<file path="src/rtl/key_map_pkg.sv">
// Scan-code map, action indices and key FSM state type shared by the key action decoder.
package key_map_pkg;

    localparam int ACT_UP    = 0;
    localparam int ACT_DOWN  = 1;
    localparam int ACT_LEFT  = 2;
    localparam int ACT_RIGHT = 3;
    localparam int NUM_ACTS  = 4;

    localparam logic [7:0] SC_P0_UP    = 8'h1D;
    localparam logic [7:0] SC_P0_DOWN  = 8'h1B;
    localparam logic [7:0] SC_P0_LEFT  = 8'h1C;
    localparam logic [7:0] SC_P0_RIGHT = 8'h23;
    localparam logic [7:0] SC_P1_UP    = 8'h75;
    localparam logic [7:0] SC_P1_DOWN  = 8'h72;
    localparam logic [7:0] SC_P1_LEFT  = 8'h6B;
    localparam logic [7:0] SC_P1_RIGHT = 8'h74;

    localparam logic [7:0] SC_START = 8'h29;
    localparam logic [7:0] SC_PAUSE = 8'h4D;
    localparam logic [7:0] SC_ESC   = 8'h76;

    typedef enum logic [1:0] {IDLE, DELAY, REPEAT} key_state_e;

    function automatic logic [7:0] key_code(input int player, input int act);
        logic [7:0] code;
        case (act)
            ACT_UP:    code = (player == 0) ? SC_P0_UP    : SC_P1_UP;
            ACT_DOWN:  code = (player == 0) ? SC_P0_DOWN  : SC_P1_DOWN;
            ACT_LEFT:  code = (player == 0) ? SC_P0_LEFT  : SC_P1_LEFT;
            default:   code = (player == 0) ? SC_P0_RIGHT : SC_P1_RIGHT;
        endcase
        return code;
    endfunction

    // Player 1 uses the arrow cluster, which always carries the E0 prefix.
    function automatic logic key_needs_e0(input int player);
        return (player == 1);
    endfunction

endpackage

</file>
<file path="src/rtl/key_repeat_fsm.sv">
// Per-key make/break tracker with optional DAS/ARR auto-repeat (KEYDEC_AUTOREPEAT_EN).
module key_repeat_fsm
    import key_map_pkg::*;
#(
    parameter bit REPEAT_EN  = 1'b1,
    parameter int DAS_CYCLES = 20000000,
    parameter int ARR_CYCLES = 5000000,
    parameter int CNT_W      = 25
) (
    input  logic clk,
    input  logic rst,
    input  logic make,
    input  logic brk,
    input  logic hold_off,
    output logic pulse,
    output logic held
);

`ifdef KEYDEC_AUTOREPEAT_EN
    localparam bit USE_FSM = REPEAT_EN;
`else
    localparam bit USE_FSM = 1'b0;
`endif

    logic unused_cfg;
    assign unused_cfg = hold_off ^ REPEAT_EN ^ (DAS_CYCLES > 1) ^ (ARR_CYCLES > 0) ^ (CNT_W > 0);

    if (USE_FSM) begin : gen_rep
        key_state_e       state_q, state_d;
        logic [CNT_W-1:0] cnt_q, cnt_d;
        logic             pulse_q, pulse_d;
        logic             das_hit, arr_hit;

        assign das_hit = (cnt_q == CNT_W'(DAS_CYCLES - 1));
        assign arr_hit = (cnt_q == CNT_W'(ARR_CYCLES - 1));

        always_ff @(posedge clk) begin
            if (rst) begin
                state_q <= IDLE;
                cnt_q   <= '0;
                pulse_q <= 1'b0;
            end else begin
                state_q <= state_d;
                cnt_q   <= cnt_d;
                pulse_q <= pulse_d;
            end
        end

        // A paused key (hold_off) freezes both state and count until released.
        always_comb begin
            state_d = state_q;
            cnt_d   = cnt_q;
            case (state_q)
                IDLE: begin
                    if (make) begin
                        state_d = DELAY;
                        cnt_d   = '0;
                    end
                end
                DELAY: begin
                    if (brk) begin
                        state_d = IDLE;
                        cnt_d   = '0;
                    end else if (!hold_off) begin
                        if (das_hit) begin
                            state_d = REPEAT;
                            cnt_d   = '0;
                        end else begin
                            cnt_d = cnt_q + CNT_W'(1);
                        end
                    end
                end
                REPEAT: begin
                    if (brk) begin
                        state_d = IDLE;
                        cnt_d   = '0;
                    end else if (!hold_off) begin
                        cnt_d = arr_hit ? '0 : cnt_q + CNT_W'(1);
                    end
                end
                default: begin
                    state_d = IDLE;
                    cnt_d   = '0;
                end
            endcase
        end

        always_comb begin
            pulse_d = 1'b0;
            if (state_q == IDLE) begin
                pulse_d = make;
            end else if (!brk && !hold_off) begin
                pulse_d = (state_q == DELAY) ? das_hit : arr_hit;
            end
        end

        assign pulse = pulse_q;
        assign held  = (state_q != IDLE);
    end else begin : gen_plain
        logic held_q, held_d;
        logic pulse_q, pulse_d;

        always_comb begin
            held_d  = held_q;
            pulse_d = make & ~held_q;
            if (make) begin
                held_d = 1'b1;
            end else if (brk) begin
                held_d = 1'b0;
            end
        end

        always_ff @(posedge clk) begin
            if (rst) begin
                held_q  <= 1'b0;
                pulse_q <= 1'b0;
            end else begin
                held_q  <= held_d;
                pulse_q <= pulse_d;
            end
        end

        assign pulse = pulse_q;
        assign held  = held_q;
    end

endmodule

</file>
<file path="src/rtl/key_action_decoder.sv">
// Decodes PS/2 key events into registered per-player action pulses/held flags and global pulses.
// Auto-repeat with left/right arbitration is enabled by defining KEYDEC_AUTOREPEAT_EN.
module key_action_decoder
    import key_map_pkg::*;
#(
    parameter int NUM_PLAYERS = 2,
    parameter int DAS_CYCLES  = 20000000,
    parameter int ARR_CYCLES  = 5000000,
    parameter int CNT_W       = 25
) (
    input  logic                     clk,
    input  logic                     rst,
    input  logic [10:0]              key_event,
    output logic [4*NUM_PLAYERS-1:0] act_pulse,
    output logic [4*NUM_PLAYERS-1:0] act_held,
    output logic                     start_pulse,
    output logic                     pause_pulse,
    output logic                     esc_pulse
);

    logic       ev_valid, ev_e0, ev_brk;
    logic [7:0] ev_code;

    assign ev_valid = key_event[10];
    assign ev_e0    = key_event[9];
    assign ev_brk   = key_event[8];
    assign ev_code  = key_event[7:0];

    logic [4*NUM_PLAYERS-1:0] key_make, key_brk, hold_off;

    genvar gi, ga;
    for (gi = 0; gi < NUM_PLAYERS; gi++) begin : gen_player
        for (ga = 0; ga < NUM_ACTS; ga++) begin : gen_act
            logic hit;
            assign hit = ev_valid && (ev_code == key_code(gi, ga)) && (ev_e0 == key_needs_e0(gi));
            assign key_make[4*gi+ga] = hit & ~ev_brk;
            assign key_brk[4*gi+ga]  = hit & ev_brk;

            key_repeat_fsm #(
                .REPEAT_EN  (ga != ACT_UP),
                .DAS_CYCLES (DAS_CYCLES),
                .ARR_CYCLES (ARR_CYCLES),
                .CNT_W      (CNT_W)
            ) u_key (
                .clk      (clk),
                .rst      (rst),
                .make     (key_make[4*gi+ga]),
                .brk      (key_brk[4*gi+ga]),
                .hold_off (hold_off[4*gi+ga]),
                .pulse    (act_pulse[4*gi+ga]),
                .held     (act_held[4*gi+ga])
            );
        end

`ifdef KEYDEC_AUTOREPEAT_EN
        localparam int IL = 4*gi + ACT_LEFT;
        localparam int IR = 4*gi + ACT_RIGHT;
        logic left_new, right_new, left_eff, right_eff;
        logic right_newer_q, right_newer_d;

        // Use this cycle's make/break so the older key pauses on the same cycle the newer one starts.
        assign left_new      = key_make[IL] & ~act_held[IL];
        assign right_new     = key_make[IR] & ~act_held[IR];
        assign left_eff      = left_new  | (act_held[IL] & ~key_brk[IL]);
        assign right_eff     = right_new | (act_held[IR] & ~key_brk[IR]);
        assign right_newer_d = right_new ? 1'b1 : (left_new ? 1'b0 : right_newer_q);

        always_ff @(posedge clk) begin
            if (rst) begin
                right_newer_q <= 1'b0;
            end else begin
                right_newer_q <= right_newer_d;
            end
        end

        assign hold_off[4*gi+ACT_UP]   = 1'b0;
        assign hold_off[4*gi+ACT_DOWN] = 1'b0;
        assign hold_off[IL]            = right_eff & right_newer_d;
        assign hold_off[IR]            = left_eff & ~right_newer_d;
`else
        assign hold_off[4*gi +: 4] = 4'b0000;
`endif
    end

    logic glob_make;
    logic start_q, start_d, pause_q, pause_d, esc_q, esc_d;

    assign glob_make = ev_valid & ~ev_e0 & ~ev_brk;
    assign start_d   = glob_make && (ev_code == SC_START);
    assign pause_d   = glob_make && (ev_code == SC_PAUSE);
    assign esc_d     = glob_make && (ev_code == SC_ESC);

    always_ff @(posedge clk) begin
        if (rst) begin
            start_q <= 1'b0;
            pause_q <= 1'b0;
            esc_q   <= 1'b0;
        end else begin
            start_q <= start_d;
            pause_q <= pause_d;
            esc_q   <= esc_d;
        end
    end

    assign start_pulse = start_q;
    assign pause_pulse = pause_q;
    assign esc_pulse   = esc_q;

endmodule

</file>
<file path="config.mk">
export PLATFORM = sky130hd
export DESIGN_NAME = key_action_decoder
export DESIGN_NICKNAME = d
export VERILOG_FILES = /design/src/rtl/key_map_pkg.sv /design/src/rtl/key_repeat_fsm.sv /design/src/rtl/key_action_decoder.sv
export SDC_FILE = /design/constraint.sdc
export NUM_CORES = 1
export LEC_CHECK = 0
export CAP_MARGIN = 25
export CORE_MARGIN = 4
export CORE_UTILIZATION = 45
export CTS_BUF_LIST = sky130_fd_sc_hd__clkbuf_4 sky130_fd_sc_hd__clkbuf_8
export CTS_CLUSTER_SIZE = 25
export DETAILED_ROUTE_END_ITERATION = 7
export PLACE_DENSITY = 0.91
export SLEW_MARGIN = 40
export SYNTH_ARGS = -nofsm -noshare
export SYNTH_HDL_FRONTEND = slang
export SYNTH_HIERARCHICAL = 1
export SYNTH_SLANG_ARGS = --single-unit
</file>
<file path="constraint.sdc">
create_clock -name clk -period 1.5 [get_ports clk]
set_input_delay 0.15 -clock clk [delete_from_list [all_inputs] [get_ports clk]]
set_output_delay 0.15 -clock clk [all_outputs]
set_load 0.02 [all_outputs]
</file>
==> reports/metrics.yaml, run 1 <==
status:
  status: "finished, final reports clean"
critical_path:
  worstPathArrival_ns: 1.31
  cp_data_required_time_ns: 1.35
  crit_chain: "clkdlybuf4s50_1"
  slowest_stage: "clkdlybuf4s50_1"
  endpoint_kind: "output pin"
  worstSetupPathType: "reg -> out"
  start_kind: "register"
  worstPathMaxFanout: 3
  cp_top_family: "buffers and inverters"
  path_buf_inv: 1
  max_stage_delay_ns: 0.62
sta:
  clock_skew_ns: 0.000456
  rsz0062_at_grt: "no"
  final.min_clock_period_ns: 1.46
  timing.setup.tns_ns: 0
  fin_crit_sh_pct: 97.3
  setup_violations: 0
  worst_pin_slew_ns: 0.332
  slew_headroom_pct: 77.7
  clock.fmax_mhz: 685
  hold_violations: 0
  finalMaxSlewViolations: 0
drt:
  wl_um: 2220
  routed_via_density: 5.37
  drt-pass1-iter-count: 4
  vias: 843
  drtIter0Drc: 32
  ant_nets: 0
  route.detailed.drc: 0
  wl_per_cell_um: 14.1
grt:
  grt_pass1_wl_um: 3720
  grt_pass1_vias: 822
  grt_max_degree: 17
  grt_overflow: 0
  grt_util_all_layers_pct: 18.4
  antenna_found_initial: 0
cells_and_area:
  diodes: 0
  layout_common_cells: "clkdlybuf4s50_1, dfxtp_1, nor3_1, nand2b_1, nor4_1"
  nets: 146
  final_common_cell: "clkdlybuf4s50_1"
  post_route_cells_drive_above_1_share_pct: 22.0
  area_delta_synth_final_pct: 54.0
min_path:
  min_path_type: "in -> reg"
clock_tree:
  clock_latency_ns: 0.29
  cts_max_level: 1
  cts_root_buf: "clkbuf_4"
  cts_tree: "built"
  clk_pin_slew_ns: 0.11
  numCtsBuffers: 3
  clkSinkCount: 19
  clockBufferDepth: 2
place:
  gp_congestion: 0.795
  port_buffers: 31
  dpl.hpwl_um: 1610
yosys:
  synth_cells: 92
  syn-num-nets: 105
  synth_area_um2: 852
  syn_avg_cell_area_um2: 9.26
  yosys_warnings: 6
power_and_ir_drop:
  p_total_uw: 893
  p_leak_nw: 0.473
  vdd_drop_max_uv: 394
  powerDensity_nw_per_um2: 681
flow_run:
  max_cap_violations: 0
die:
  start_util_pct: 48.3
  die_area_um2: 2650
  fp-row-count: 15
  fp.dieH_um: 51.5
  die_w_um: 51.5
  io_pins: 32
  core_area_um2: 1760
per-stage QoR:
stage               worst slack (ns)  util (%)  std cells  instance area, um^2  hold slack, ns
floorplan                      0.143         -         92                  852           0.212
global placement              -0.362      70.1        153                 1240           0.437
detailed placement            -0.416      70.1        153                 1240           0.439
CTS                           0.0417      73.4        157                 1290           0.317
global route                 0.00522      74.4        157                 1310           0.322
finish                        0.0405      74.4        157                 1310           0.317
worst min-delay path, cell delays in order:
cell and delay (ns):
dlygate4sd2_1 0.24, or2_2 0.14, nor4_1 0.05
state kept, by name (all words and copies together) (netlist names):
| register | cells |
|---|---|
| gen_player.gen_act.u_key/held | 8 |
| gen_player.gen_act.u_key/pulse | 8 |
| esc_pulse | 1 |
| pause_pulse | 1 |
| start_pulse | 1 |
path summary, 6_finish.rpt:
kind                                                                  startpoint                                          endpoint  slack [ns]  cells past startpoint
worst max-delay path            gen_player[0].gen_act[2].u_key/held$_SDFFE_PP0P_                                       act_held[2]        0.04                      1
worst min-delay path                                                key_event[7]                            start_pulse$_SDFF_PP0_        0.32                      3
worst max register to register  gen_player[0].gen_act[2].u_key/held$_SDFFE_PP0P_  gen_player[0].gen_act[2].u_key/held$_SDFFE_PP0P_        0.84                      2
worst min register to register  gen_player[1].gen_act[1].u_key/held$_SDFFE_PP0P_   gen_player[1].gen_act[1].u_key/pulse$_SDFF_PP0_        0.44                      1
final cells by class:
| cell class | count | area, um^2 |
|---|---|---|
| clock buffers | 4 | 30.0 |
| flip-flops and latches | 19 | 380 |
| fillers | 149 | 452 |
| inverters | 9 | 33.8 |
| repair buffers | 38 | 365 |
| well taps | 25 | 31.3 |
| multi-input cells | 62 | 472 |
metal layers:
layer	wire length, um	GRT usage, %	up-vias
met5	0	0	-
met4	0	6.99	0
met3	120	3.15	0
met2	1140	32.8	30
met1	961	21.9	395
li1	-	-	418
report_power, final:
group | internal, mW | switching [mW]
Clock | 0.122 | 0.159
Combinational | 0.0513 | 0.0568
Sequential | 0.504 | 0.000131
Total | 0.677 | 0.216
repair_timing:
action,in CTS,in global routing
hold endpoints to repair,0,0
endpoints found under the setup margin,8,5
gates cloned,0,0
hold buffers,0,0
setup buffers,0,0
gates resized for setup,12,7
pin swaps,3,3
No activity file was read; power rests on OpenSTA's default activity.
==> run 2, diff against run 1 <==
- CTS_CLUSTER_DIAMETER: default -> 150
==> results of run 2 <==
Same layout as run 1: the final DEF is identical, and so are final timing and power.
